## config.mk

```make
export PLATFORM = sky130hd
export DESIGN_NAME = delay_line_flat
export DESIGN_NICKNAME = d
export VERILOG_FILES = /design/src/rtl/delay_line_pkg.sv /design/src/rtl/delay_line_if.sv /design/src/rtl/delay_line_ring_buf.sv /design/src/rtl/delay_line.sv /design/src/flat_wrapper.sv
export SDC_FILE = /design/constraint.sdc
export NUM_CORES = 1
export LEC_CHECK = 0
export BUFFER_PORTS_ARGS = -buffer_cell sky130_fd_sc_hd__buf_4
export CAP_MARGIN = 20
export CELL_PAD_IN_SITES_DETAIL_PLACEMENT = 1
export CELL_PAD_IN_SITES_GLOBAL_PLACEMENT = 1
export CORE_MARGIN = 5
export CORE_UTILIZATION = 50
export CTS_CLUSTER_DIAMETER = 50
export DETAILED_ROUTE_END_ITERATION = 8
export GPL_TIMING_DRIVEN = 0
export PLACE_DENSITY_LB_ADDON = 0.08
export SYNTH_ARGS = -nofsm -noshare
export SYNTH_HDL_FRONTEND = slang
export SYNTH_SLANG_ARGS = --single-unit
```

## constraint.sdc

```tcl
create_clock -name clk -period 3.8 [get_ports clk]
set_clock_uncertainty 0.2 [all_clocks]
set_input_delay 0.38 -clock clk [delete_from_list [all_inputs] [get_ports clk]]
set_output_delay 0.38 -clock clk [all_outputs]
set_load 0.01 [all_outputs]
```

## src/rtl/delay_line_pkg.sv

```systemverilog
// Shared constants and helpers for the per-channel steering delay line.
package delay_line_pkg;

  localparam int DEFAULT_DEPTH = 32;

  function automatic int clog2(input int n);
    int r;
    r = 0;
    for (int i = 0; i < 31; i++)
      if ((1 << i) < n) r = i + 1;
    return r;
  endfunction

endpackage

```

## src/rtl/delay_line_if.sv

```systemverilog
// Sample stream and control bundle between the ADC front end and one delay line.
interface delay_line_if
  import delay_line_pkg::*;
#(
  parameter int W     = 16,
  parameter int DEPTH = DEFAULT_DEPTH,
  parameter int DW    = clog2(DEPTH + 1)
);

  logic          ce;
  logic          clr;
  logic [DW-1:0] delay;
  logic [W-1:0]  D;
  logic [W-1:0]  Q;
  logic          vld;
  logic          dly_err;

  modport master (
    output ce, clr, delay, D,
    input  Q, vld, dly_err
  );

  modport slave (
    input  ce, clr, delay, D,
    output Q, vld, dly_err
  );

endinterface

```

## src/rtl/delay_line_ring_buf.sv

```systemverilog
// Circular sample store: one write at the pointer, one combinational read.
module delay_line_ring_buf
  import delay_line_pkg::*;
#(
  parameter  int W     = 16,
  parameter  int DEPTH = DEFAULT_DEPTH,
  localparam int AW    = clog2(DEPTH)
) (
  input  logic          clk,
  input  logic          rst,
  input  logic          clr_i,
  input  logic          we_i,
  input  logic [W-1:0]  wdata_i,
  input  logic [AW-1:0] ridx_i,
  output logic [W-1:0]  rdata_o,
  output logic [AW-1:0] wp_o
);

  localparam logic [AW-1:0] LAST = AW'(DEPTH - 1);

  logic [W-1:0]  mem_q [DEPTH];
  logic [AW-1:0] wp_q;
  logic [AW-1:0] wp_d;

  // explicit wrap so non power-of-two depths work
  always_comb begin
    wp_d = (wp_q == LAST) ? '0 : wp_q + 1'b1;
  end

  always_ff @(posedge clk or negedge rst) begin
    if (!rst) begin
      wp_q <= '0;
    end else if (clr_i) begin
      wp_q <= '0;
    end else if (we_i) begin
      wp_q <= wp_d;
    end
  end

  always_ff @(posedge clk) begin
    if (we_i) mem_q[wp_q] <= wdata_i;
  end

  assign rdata_o = mem_q[ridx_i];
  assign wp_o    = wp_q;

endmodule

```

## src/rtl/delay_line.sv

```systemverilog
// Per-channel steering delay: Q is D delayed by 0..DEPTH sample strobes.
module delay_line
  import delay_line_pkg::*;
#(
  parameter  int W     = 16,
  parameter  int DEPTH = DEFAULT_DEPTH,
  localparam int DW    = clog2(DEPTH + 1),
  localparam int AW    = clog2(DEPTH)
) (
  input logic        clk,
  input logic        rst,
  delay_line_if.slave bus
);

  localparam logic [DW-1:0] DMAX = DW'(DEPTH);
  localparam logic [DW:0]   DADD = (DW + 1)'(DEPTH);

  logic [DW-1:0] d_eff;
  logic          over;
  logic [DW:0]   diff;
  logic [DW:0]   idx;
  logic [AW-1:0] ridx;
  logic [AW-1:0] wp;
  logic [W-1:0]  rdata;
  logic          we;

  logic [DW-1:0] fill_q, fill_d;
  logic [W-1:0]  q_q, q_d;
  logic          vld_q, vld_d;
  logic          err_q;

  assign we = bus.ce & ~bus.clr;

  delay_line_ring_buf #(
    .W     (W),
    .DEPTH (DEPTH)
  ) u_buf (
    .clk     (clk),
    .rst     (rst),
    .clr_i   (bus.clr),
    .we_i    (we),
    .wdata_i (bus.D),
    .ridx_i  (ridx),
    .rdata_o (rdata),
    .wp_o    (wp)
  );

  always_comb begin
    over  = bus.delay > DMAX;
    d_eff = over ? DMAX : bus.delay;
    // pre-write pointer minus delay, folded back into 0..DEPTH-1
    diff  = {1'b0, DW'(wp)} - {1'b0, d_eff};
    idx   = diff[DW] ? diff + DADD : diff;
    ridx  = AW'(idx);
  end

  always_comb begin
    fill_d = (fill_q == DMAX) ? fill_q : fill_q + 1'b1;
    q_d    = '0;
    vld_d  = 1'b0;
    unique case (1'b1)
      (d_eff == '0): begin
        q_d   = bus.D;
        vld_d = 1'b1;
      end
      (d_eff != '0 && fill_q >= d_eff): begin
        q_d   = rdata;
        vld_d = 1'b1;
      end
      default: begin
        q_d   = '0;
        vld_d = 1'b0;
      end
    endcase
  end

  always_ff @(posedge clk or negedge rst) begin
    if (!rst) begin
      fill_q <= '0;
      q_q    <= '0;
      vld_q  <= 1'b0;
      err_q  <= 1'b0;
    end else if (bus.clr) begin
      fill_q <= '0;
      q_q    <= '0;
      vld_q  <= 1'b0;
    end else if (bus.ce) begin
      fill_q <= fill_d;
      q_q    <= q_d;
      vld_q  <= vld_d;
      err_q  <= err_q | over;
    end
  end

  assign bus.Q       = q_q;
  assign bus.vld     = vld_q;
  assign bus.dly_err = err_q;

endmodule

```

## src/flat_wrapper.sv

```systemverilog
// flat-port wrapper written by rule: the top's interface ports become plain ports
module delay_line_flat import delay_line_pkg::*;
#(
  parameter  int W     = 16,
  parameter  int DEPTH = DEFAULT_DEPTH,
  localparam int DW    = clog2(DEPTH + 1),
  localparam int AW    = clog2(DEPTH)
)
  (clk, rst, bus_ce, bus_clr, bus_delay, bus_D, bus_Q, bus_vld, bus_dly_err);
  delay_line_if #(.W(W), .DEPTH(DEPTH)) bus_i ();
  input logic clk;
  input logic rst;
  input wire logic [$bits(bus_i.ce)-1:0] bus_ce;
  input wire logic [$bits(bus_i.clr)-1:0] bus_clr;
  input wire logic [$bits(bus_i.delay)-1:0] bus_delay;
  input wire logic [$bits(bus_i.D)-1:0] bus_D;
  output wire logic [$bits(bus_i.Q)-1:0] bus_Q;
  output wire logic [$bits(bus_i.vld)-1:0] bus_vld;
  output wire logic [$bits(bus_i.dly_err)-1:0] bus_dly_err;
  assign bus_i.ce = bus_ce;
  assign bus_i.clr = bus_clr;
  assign bus_i.delay = bus_delay;
  assign bus_i.D = bus_D;
  assign bus_Q = bus_i.Q;
  assign bus_vld = bus_i.vld;
  assign bus_dly_err = bus_i.dly_err;
  delay_line #(.W(W), .DEPTH(DEPTH)) u_core (.clk(clk), .rst(rst), .bus(bus_i));
endmodule
```

==> reports/metrics.yaml, run 1 <==
timing:
  slew_violations: 0
  relSlewSlack_pct: 31.5
  clock.fmax_ghz: 0.269
  final.period_utilization_pct: 97.8
  setup_tns_ps: 0
  holdWs_ps: 39.6
  finalSetupViolCount: 0
  fin_ws_ps: 82.8
  worstMarginPinSlew_ps: 1030
  final_hold_viol_count: 0
  period_needed_ps: 3720
floorplanning:
  die-area_um2: 47200
  start_util_pct: 50.2
  die_y_um: 217
  boundaryPins: 44
  rows: 76
  core_area_um2: 42800
  die_x_um: 217
worst_setup_path:
  worstRegToRegCells: 10
  critPathCaptureType: "flip-flop"
  critPathKind: "flip-flop to flip-flop"
  critPathMaxFanout: 10
  crit_arrival_ps: 4010
  cp.required_ps: 4090
  cp-start-kind: "flip-flop"
hold_path:
  whs_path_depth: 1
  min_path_type: "input port to flip-flop"
clock_network:
  cts-root-buf: "clkbuf_16"
  clkLatencyLatePin_ps: 600
  cts-buffers-inserted: 57
  cts.clk_slew.worst_paths_ps: 60
  cts_tree: "done"
  cts_buffer_depth: 3
  htreeDepth: 2
  clkSinkCount: 541
global_route:
  grtUsageTotal_pct: 23.8
  grt_max_degree: 34
  antenna_found_initial: 0
  grt_first_pass_wirelength_um: 81500
  overflow: 0
  grt_pass1_vias: 11537
synth:
  synth_edf_count: 512
  postSynthAreaPerCell_um2: 19.5
  syn-num-nets: 1143
  synth_seq_cells: 541
  syn_inst: 1100
  async_reset_ff_share_pct: 5.36
  ys_types: 41
  ys_top_cells_by_area: "edfxtp_1 (72%), mux4_2 (13%), dfrtp_1 (3.4%), nand2_1 (1.3%), ha_1 (0.93%)"
  synth_seq_area_share_pct: 75.0
  post-synth-top-area-cell: "edfxtp_1"
  synthFlopType: "edfxtp_1"
  netlist_area_um2: 21500
  synth_warnings: 0
  synth_top_area_share_pct: 71.6
final_layout:
  drive_gt1_share_pct: 28.4
  area_delta_synth_final_pct: 16.1
  num_antenna_cells: 0
  fin_nets: 1271
  final_core_util_pct: 58.3
  final_common_cell: "edfxtp_1"
  most-common-layout-cells: "edfxtp_1 (512), mux4_2 (128), nand2_1 (77), clkbuf_16 (59), buf_4 (48)"
  instances_no_fill: 1819
placement:
  dp.cells: 1711
  place_congestion: 0.831
  hpwl_um: 35400
  io_buffers: 42
  dp_slack_ps: -1280
drt:
  drtPass1Iterations: 5
  post_drt_via_cell_ratio: 6.15
  drc: 0
  route.vias.total: 11193
  drt.antenna.violating_nets: 0
  drtIter0Drc: 1224
  drt-total-wl_um: 55600
  wl_per_cell_um: 30.6
pwr:
  leakage_nw: 8.18
  power_density_nw_per_um2: 556
  peakVddDrop_uv: 343
status:
  outcome: "completed"
flow_run:
  drv_cap: 0
## registers in the layout (all words and copies together), names as in the netlist
signal,count
u_core.bus.Q,16
u_core.bus.vld,1
u_core.bus.dly_err,1
u_core.u_buf.wp_o,5
u_core.fill_q,6
u_core.u_buf.mem_q,512
## cells by family (layout without fill, tap and decap cells)
family | Yosys count | count (layout) | share of synthesized area (%)
simple gates | 215 | 215 | 4.79
fa+ha+maj | 17 | 17 | 1.03
xor+xnor | 7 | 7 | 0.321
compound gates | 114 | 114 | 3.74
flops | 541 | 541 | 75.0
mux | 134 | 134 | 13.7
buf+inv | 72 | 245 | 1.43
## cell usage after synthesis, types with 8 or more instances
cell,number
a31oi_1,16
ha_1,16
buf_2,18
mux4_2,128
a311o_1,15
buf_1,9
nor2b_1,19
dfrtp_1,29
nand2_1,77
clkbuf_1,36
a211oi_1,17
o21ai_0,8
and3_1,17
a221o_1,16
edfxtp_1,512
nor2_1,48
nand2b_1,16
nand3_1,20
a21oi_1,37
## layer usage
metal  GRT usage [%]  vias up  share of wire [%]
li1                -     4754                  -
met1            37.8     5976                 46
met2            35.7      390                 46
met3            3.02       73                6.2
met4            5.86        0                2.1
met5               0        -                  0
## what timing repair did
| action | in CTS | in global routing |
|---|---|---|
| hold endpoints to repair | 30 | 0 |
| cloned | 0 | 0 |
| hold buffers | 3 | 0 |
| endpoints found under the setup margin | 16 | 16 |
| gates resized for setup | 31 | 18 |
| pin swaps | 1 | 0 |
| setup buffers | 1 | 0 |
## power breakdown
part | internal (W) | switching [W]
Sequential | 0.00655 | 0.0000222
Combinational | 0.000651 | 0.00103
Clock | 0.00330 | 0.00229
## layout make-up
| type | instances | area [um2] |
|---|---|---|
| Inverter | 7 | 26.3 |
| Buffer | 65 | 329 |
| Tap cell | 546 | 683 |
| Sequential cell | 541 | 16100 |
| Clock inverter | 37 | 374 |
| Clock buffer | 67 | 1510 |
| Timing Repair Buffer | 69 | 699 |
| Fill cell | 3717 | 17900 |
| Multi-Input combinational cell | 487 | 5210 |
## path summary, 6_finish.rpt
path / start / slack [ps] / endpoint
setup / recovery: u_core.u_buf.wp_o[0] / 80 / u_core.bus.Q[4]
hold / removal: bus_D[15] / 40 / u_core.u_buf.mem_q[3][15]
setup reg to reg: u_core.u_buf.wp_o[0] / 80 / u_core.bus.Q[4]
hold reg to reg: u_core.bus.vld / 400 / u_core.bus.vld
max in group asynchronous: rst / 3020 / u_core.bus.Q[13]
min in group asynchronous: rst / 70 / u_core.bus.dly_err
## critical path, cell delays in order (launching register included)
cell      delay [ps]
dfrtp_1          440
inv_1            120
ha_1             250
fa_2             570
clkbuf_4         300
buf_4            280
mux4_2           330
nor2b_1          150
a211oi_1         450
a31oi_1          140
a221o_1          370
## through the flow
stage	area, um2	total power, W
global route	24900	0.0143
CTS	24900	0.0140
global placement	22500	0.00831
floorplan	21500	0.00765
detailed placement	22900	0.00834
finish	24900	0.0139
Note: power is estimated with default switching activity, not from simulation.
==> inputs of run 2 (changes only) <==
==> constraint.sdc (replaced) <==
create_clock -name clk -period 3.8 [get_ports clk]
set_clock_uncertainty 0.2 [all_clocks]
set_input_delay 0.76 -clock clk [delete_from_list [all_inputs] [get_ports clk]]
set_output_delay 0.76 -clock clk [all_outputs]
set_load 0.01 [all_outputs]
==> run 2 against run 1 <==
Largest power group unchanged. Global-route usage hardly changed. Combinational power barely moved. Critical endpoint unchanged. Non-clock buffer count down 2. Sequential cell count unchanged. Core utilization is essentially flat. Critical path type unchanged. Worst setup slack got worse by 27 ps. First-iteration DRC count increased by 7.3%. Total power about the same.
==> reports/metrics.yaml, run 2 (synthesis gave the netlist of run 1 again) <==
pwr:
  power_density_nw_per_um2: 556  # +0.12%
  peakVddDrop_uv: 343  # about the same
  leakage_nw: 8.18  # about the same
  fin_total_pwr_w: 0.0139  # about the same
status:
  outcome: "completed"
floorplanning:
  die_y_um: 217  # unchanged
  boundaryPins: 44  # unchanged
  start_util_pct: 50.2  # unchanged
  die_x_um: 217  # unchanged
  core_area_um2: 42800  # unchanged
  rows: 76  # unchanged
  die-area_um2: 47200  # unchanged
worst_setup_path:
  crit_path_max_incr_delay_ps: 560  # about the same
  crit_arrival_ps: 4030  # +20 ps
  crit_buf_inv: 3  # unchanged
  cp_cell_sequence: "inv_1 -> ha_1 -> fa_2 -> clkbuf_4 -> buf_4 -> mux4_2 -> nor2b_1 -> a211oi_1 -> a31oi_1 -> a221o_1"
  cp-start-kind: "flip-flop"
  critPathKind: "flip-flop to flip-flop"
  critPathMaxFanout: 10  # unchanged
  cp_slowest_cell: "fa_2"
  critPathTopFamily: "compound AO/OA/AOI/OAI gates"
  critPathCaptureType: "flip-flop"
  cp.required_ps: 4090  # about the same
global_route:
  grt_first_pass_wirelength_um: 81400  # about the same
  grt_pass1_vias: 11521  # -0.14%
  grt_max_degree: 34  # unchanged
  overflow: 0  # unchanged
  antenna_found_initial: 0  # unchanged
  grtUsageTotal_pct: 23.8  # about the same
clock_network:
  cts-root-buf: "clkbuf_16"
  cts_buffer_depth: 3  # unchanged
  htreeDepth: 2  # unchanged
  cts_tree: "done"
  cts-buffers-inserted: 57  # unchanged
  clkLatencyLatePin_ps: 610  # about the same
  cts.clk_slew.worst_paths_ps: 60  # about the same
  clkSinkCount: 541  # unchanged
drt:
  wl_per_cell_um: 30.5  # about the same
  drt.antenna.violating_nets: 0  # unchanged
  drc: 0  # unchanged
  drt-total-wl_um: 55500  # -0.19%
  post_drt_via_cell_ratio: 6.17  # +0.29%
  route.vias.total: 11213  # +0.18%
  drtIter0Drc: 1313  # +7.3%
  drtPass1Iterations: 5  # unchanged
timing:
  holdWs_ps: 239  # +199 ps
  final.period_utilization_pct: 98.5  # +0.71 points
  worstMarginPinSlew_ps: 1030  # -0.262 ps
  clock.fmax_ghz: 0.267  # -0.72%
  slew_violations: 0  # unchanged
  finalSetupViolCount: 0  # unchanged
  final_hold_viol_count: 0  # unchanged
  relSlewSlack_pct: 31.6  # about the same
  period_needed_ps: 3740  # +26.9 ps
flow_run:
  drv_cap: 0  # unchanged
placement:
  hpwl_um: 35400  # unchanged
  place_congestion: 0.831  # unchanged
  io_buffers: 42  # unchanged
final_layout:
  largest_register_ffs: 512  # unchanged
  fin_nets: 1269  # -0.16%
  final_common_cell: "edfxtp_1"
  top_register: "u_core.u_buf.mem_q"
  drive_gt1_share_pct: 28.5  # +0.045 points
  num_antenna_cells: 0  # unchanged
  most-common-layout-cells: "edfxtp_1 (512), mux4_2 (128), nand2_1 (77), clkbuf_16 (59), buf_4 (48)"
  area_delta_synth_final_pct: 16.0  # about the same
hold_path:
  min_path_type: "input port to flip-flop"
==> run 2: cell types whose count changed in the layout (fill, tap and decap cells not counted) <==
cell,delta
dlygate4sd3_1,-2
==> run 2: what timing repair did <==
action / 4_1_cts / 5_1_grt
setup buffers: 1 / 0
hold buffers: 1 / 0
pin swaps: 1 / 0
resized for setup: 31 / 18
endpoints found under the setup margin: 16 / 16
hold endpoints to repair: 29 / 0
==> run 2: metrics by stage <==
stage / TNS (ps) / instances / utilization [%] / worst slack (ps) / instance area (um2)
floorplan: 0 / 1100 / - / 48.8 / 21500
global placement: -65120 / 1688 / 52.5 / -1600 / 22500
detailed placement: -23290 / 1711 / 53.5 / -1660 / 22900
CTS: 0 / 1817 / 58.1 / 3.03 / 24900
global route: -44.9 / 1817 / 58.2 / -44.9 / 24900
finish: 0 / 1817 / 58.2 / 55.9 / 24900
==> run 2: final timing paths <==
kind	from	end	slack (ps)	cells past startpoint
min reg2reg	u_core.bus.dly_err	u_core.bus.dly_err	290	1
min in group asynchronous	rst	u_core.bus.dly_err	450	2
max	u_core.u_buf.wp_o[0]	u_core.bus.Q[4]	60	10
min	bus_delay[5]	u_core.bus.dly_err	240	2
max in group asynchronous	rst	u_core.bus.Q[13]	2640	2
max reg2reg	u_core.u_buf.wp_o[0]	u_core.bus.Q[4]	60	10
==> run 2: worst reg2reg max path, cell delays in order, from the launching register on <==
cell and delay, ps:
dfrtp_1 450, inv_1 120, ha_1 250, fa_2 560, clkbuf_4 300, buf_4 280
mux4_2 330, nor2b_1 150, a211oi_1 460, a31oi_1 150, a221o_1 380
==> run 2: layer usage <==
layer  vias to the layer above  part of all wire (%)  global-route usage, %
met1                      6008                    46                   37.8
met3                        67                   5.9                   3.02
met5                         -                     0                      0
met4                         0                   2.0                   5.86
li1                       4754                     -                      -
met2                       384                    46                   35.7
==> run 2: layout make-up <==
| type | count | area [um2] |
|---|---|---|
| Buffer | 65 | 329 |
| Multi-Input combinational cell | 487 | 5210 |
| Clock buffer | 67 | 1510 |
| Clock inverter | 37 | 374 |
| Timing Repair Buffer | 67 | 679 |
| Fill cell | 3715 | 17900 |
| Sequential cell | 541 | 16100 |
| Inverter | 7 | 26.3 |
| Tap cell | 546 | 683 |
==> run 2: power by group <==
group          leakage, nW  switching, W  internal [W]
clock network        0.914       0.00230       0.00330
logic                 2.26       0.00103      0.000650
registers             5.00     0.0000223       0.00655
total                 8.18       0.00335        0.0105
==> inputs of run 3 (changes only) <==
--- a/config.mk
+++ b/config.mk
@@ -14,7 +14,8 @@
 export CTS_CLUSTER_DIAMETER = 50
 export DETAILED_ROUTE_END_ITERATION = 8
 export GPL_TIMING_DRIVEN = 0
-export PLACE_DENSITY_LB_ADDON = 0.08
+export MAX_ROUTING_LAYER = met4
+export PLACE_DENSITY_LB_ADDON = 0.2
 export SYNTH_ARGS = -nofsm -noshare
 export SYNTH_HDL_FRONTEND = slang
 export SYNTH_SLANG_ARGS = --single-unit
==> run 3 against run 2 <==
Register-to-register slack improved by 50 ps. Critical path depth did not move. Sequential share of layout area fell by 0.38 points. Via count rose by 2.4%. Non-clock buffer count rose by 3. First-iteration DRC count fell by 2.1%. Routed wire length rose by 1.7%. Clock power rose by 2%. Largest cell class unchanged.
==> reports/metrics.yaml, run 3 (synthesis gave the netlist of run 1 again) <==
floorplanning:
  die-area_um2: 47200  # unchanged
  rows: 76  # unchanged
  die_y_um: 217  # unchanged
  core_area_um2: 42800  # unchanged
  die_x_um: 217  # unchanged
  boundaryPins: 44  # unchanged
  start_util_pct: 50.2  # unchanged
clock_network:
  cts.clk_slew.worst_paths_ps: 60  # about the same
  htreeDepth: 2  # unchanged
  clkSinkCount: 541  # unchanged
  cts-buffers-inserted: 57  # unchanged
  cts_tree: "done"
  cts_buffer_depth: 3  # unchanged
  clkLatencyLatePin_ps: 610  # about the same
  cts-root-buf: "clkbuf_16"
final_layout:
  area_delta_synth_final_pct: 16.7
  most-common-layout-cells: "edfxtp_1 (512), mux4_2 (128), nand2_1 (77), clkbuf_16 (59), buf_4 (49)"
  drive_gt1_share_pct: 29.3  # +0.81 points
  top_register: "u_core.u_buf.mem_q"
  largest_register_ffs: 512  # unchanged
  fin_nets: 1272  # +0.24%
  final_common_cell: "edfxtp_1"
pwr:
  power_density_nw_per_um2: 557  # about the same
  fin_total_pwr_w: 0.0140  # +0.66%
  peakVddDrop_uv: 391  # +14%
  leakage_nw: 8.27  # +1.2%
worst_setup_path:
  timing.critical_path.mode_cell: "buf_4"
  crit_path_max_incr_delay_ps: 560  # about the same
  crit_arrival_ps: 3980  # -50 ps
  critPathMaxFanout: 10  # unchanged
  cp_slowest_cell: "fa_2"
  cp-start-kind: "flip-flop"
  cp_cell_sequence: "inv_1 -> ha_1 -> fa_2 -> clkbuf_4 -> buf_4 -> buf_4 -> mux4_2 -> nand2_1 -> a31oi_1 -> a221o_1"
  critPathCaptureType: "flip-flop"
  critPathKind: "flip-flop to flip-flop"
  cp.required_ps: 4090  # about the same
drt:
  drt.antenna.violating_nets: 0  # unchanged
  drtIter0Drc: 1286  # -2.1%
  drc: 0  # unchanged
  drt-total-wl_um: 56400  # +1.7%
  post_drt_via_cell_ratio: 6.30  # +2.0%
  wl_per_cell_um: 30.9  # +1.3%
  drtPass1Iterations: 5  # unchanged
  route.vias.total: 11483  # +2.4%
timing:
  fin_ws_ps: 111  # +54.9 ps
  period_needed_ps: 3690  # -54.9 ps
  setup_tns_ps: 0  # unchanged
  final_hold_viol_count: 0  # unchanged
  slew_violations: 0  # unchanged
  final.period_utilization_pct: 97.1  # -1.4 points
  clock.fmax_ghz: 0.271  # +1.5%
  rsz0062_at_grt: "no"
  relSlewSlack_pct: 33.5  # +1.9 points
  finalSetupViolCount: 0  # unchanged
  worstMarginPinSlew_ps: 997  # -28.6 ps
global_route:
  antenna_found_initial: 1  # +1
  grtUsageTotal_pct: 25.0  # +1.3 points
  grt_pass1_vias: 11900  # +3.3%
  grt_max_degree: 34  # unchanged
  overflow: 0  # unchanged
  grt_first_pass_wirelength_um: 83500  # +2.5%
placement:
  hpwl_um: 35500  # +0.38%
  io_buffers: 42  # unchanged
  dp_slack_ps: -1620  # +39.3 ps
  place_congestion: 0.903  # +8.6%
hold_path:
  min_path_type: "input port to flip-flop"
status:
  outcome: "completed"
flow_run:
  drv_cap: 0  # unchanged
run 3: cell types whose count changed in the layout (fill, tap and decap cells not counted), sizes merged:
cell           previous run  this run
bufinv                    7         8
clkinvlp                  3         0
clkdlybuf4s15             0         1
buf                      93        95
inv                      11        12
clkinv                   23        33
clkbuf                  105        99
diode                     0         1
run 3: metal layers:
metal	up-vias	wire, um	share of wire (%)	track usage (%)
met5	-	0	0	-
met4	0	1060	1.9	5.29
met3	72	3970	7.0	3.92
met2	487	26400	47	37.0
met1	6161	25000	44	37.9
li1	4763	-	-	-
run 3: worst max-delay path: cells and delay by family (launching register included):
family	cells	cell delay, ps
compound gates	2	590
flops	1	460
buf+inv	4	1000
simple gates	1	90
mux	1	380
fa+ha+maj	2	820
run 3: worst paths after layout:
path	depth (start not counted)	from	to	slack, ps
setup / recovery	10	u_core.u_buf.wp_o[0]	u_core.bus.Q[13]	110
hold / removal	2	bus_delay[5]	u_core.bus.dly_err	230
setup reg to reg	10	u_core.u_buf.wp_o[0]	u_core.bus.Q[13]	110
hold reg to reg	1	u_core.bus.dly_err	u_core.bus.dly_err	270
max in group asynchronous	2	rst	u_core.u_buf.wp_o[1]	2650
min in group asynchronous	2	rst	u_core.bus.dly_err	440
run 3: final cells by class:
class	instances	area [um2]
timing repair buffer	70	771
fill	3709	17700
multi-input combinational	487	5210
inverter	7	26.3
clock inverter	46	445
clock buffer	61	1480
buffer	65	339
antenna	1	2.50
tap	546	683
sequential	541	16100
run 3: stage by stage:
step           util (%)  area, um2  hold slack [ps]  std cells
4_1_cts            58.5      25000              196       1823
2_1_floorplan         -      21500              264       1100
3_3_place_gp       52.5      22500              256       1688
5_1_grt            58.6      25100              220       1823
3_5_place_dp       53.7      23000              263       1713
6_report           58.6      25100              228       1824
run 3: timing repair:
item,4_1_cts,5_1_grt
hold buffers,1,0
endpoints found under the setup margin,16,15
setup buffers,2,0
gates resized for setup,36,14
pin swaps,1,0
endpoints found under the hold margin,29,0
run 3: power by group:
group          internal (W)  switching (W)  leakage, nW
clock               0.00337        0.00231        0.967
sequential          0.00655      0.0000219         5.00
combinational      0.000654        0.00104         2.30
total                0.0106        0.00337         8.27
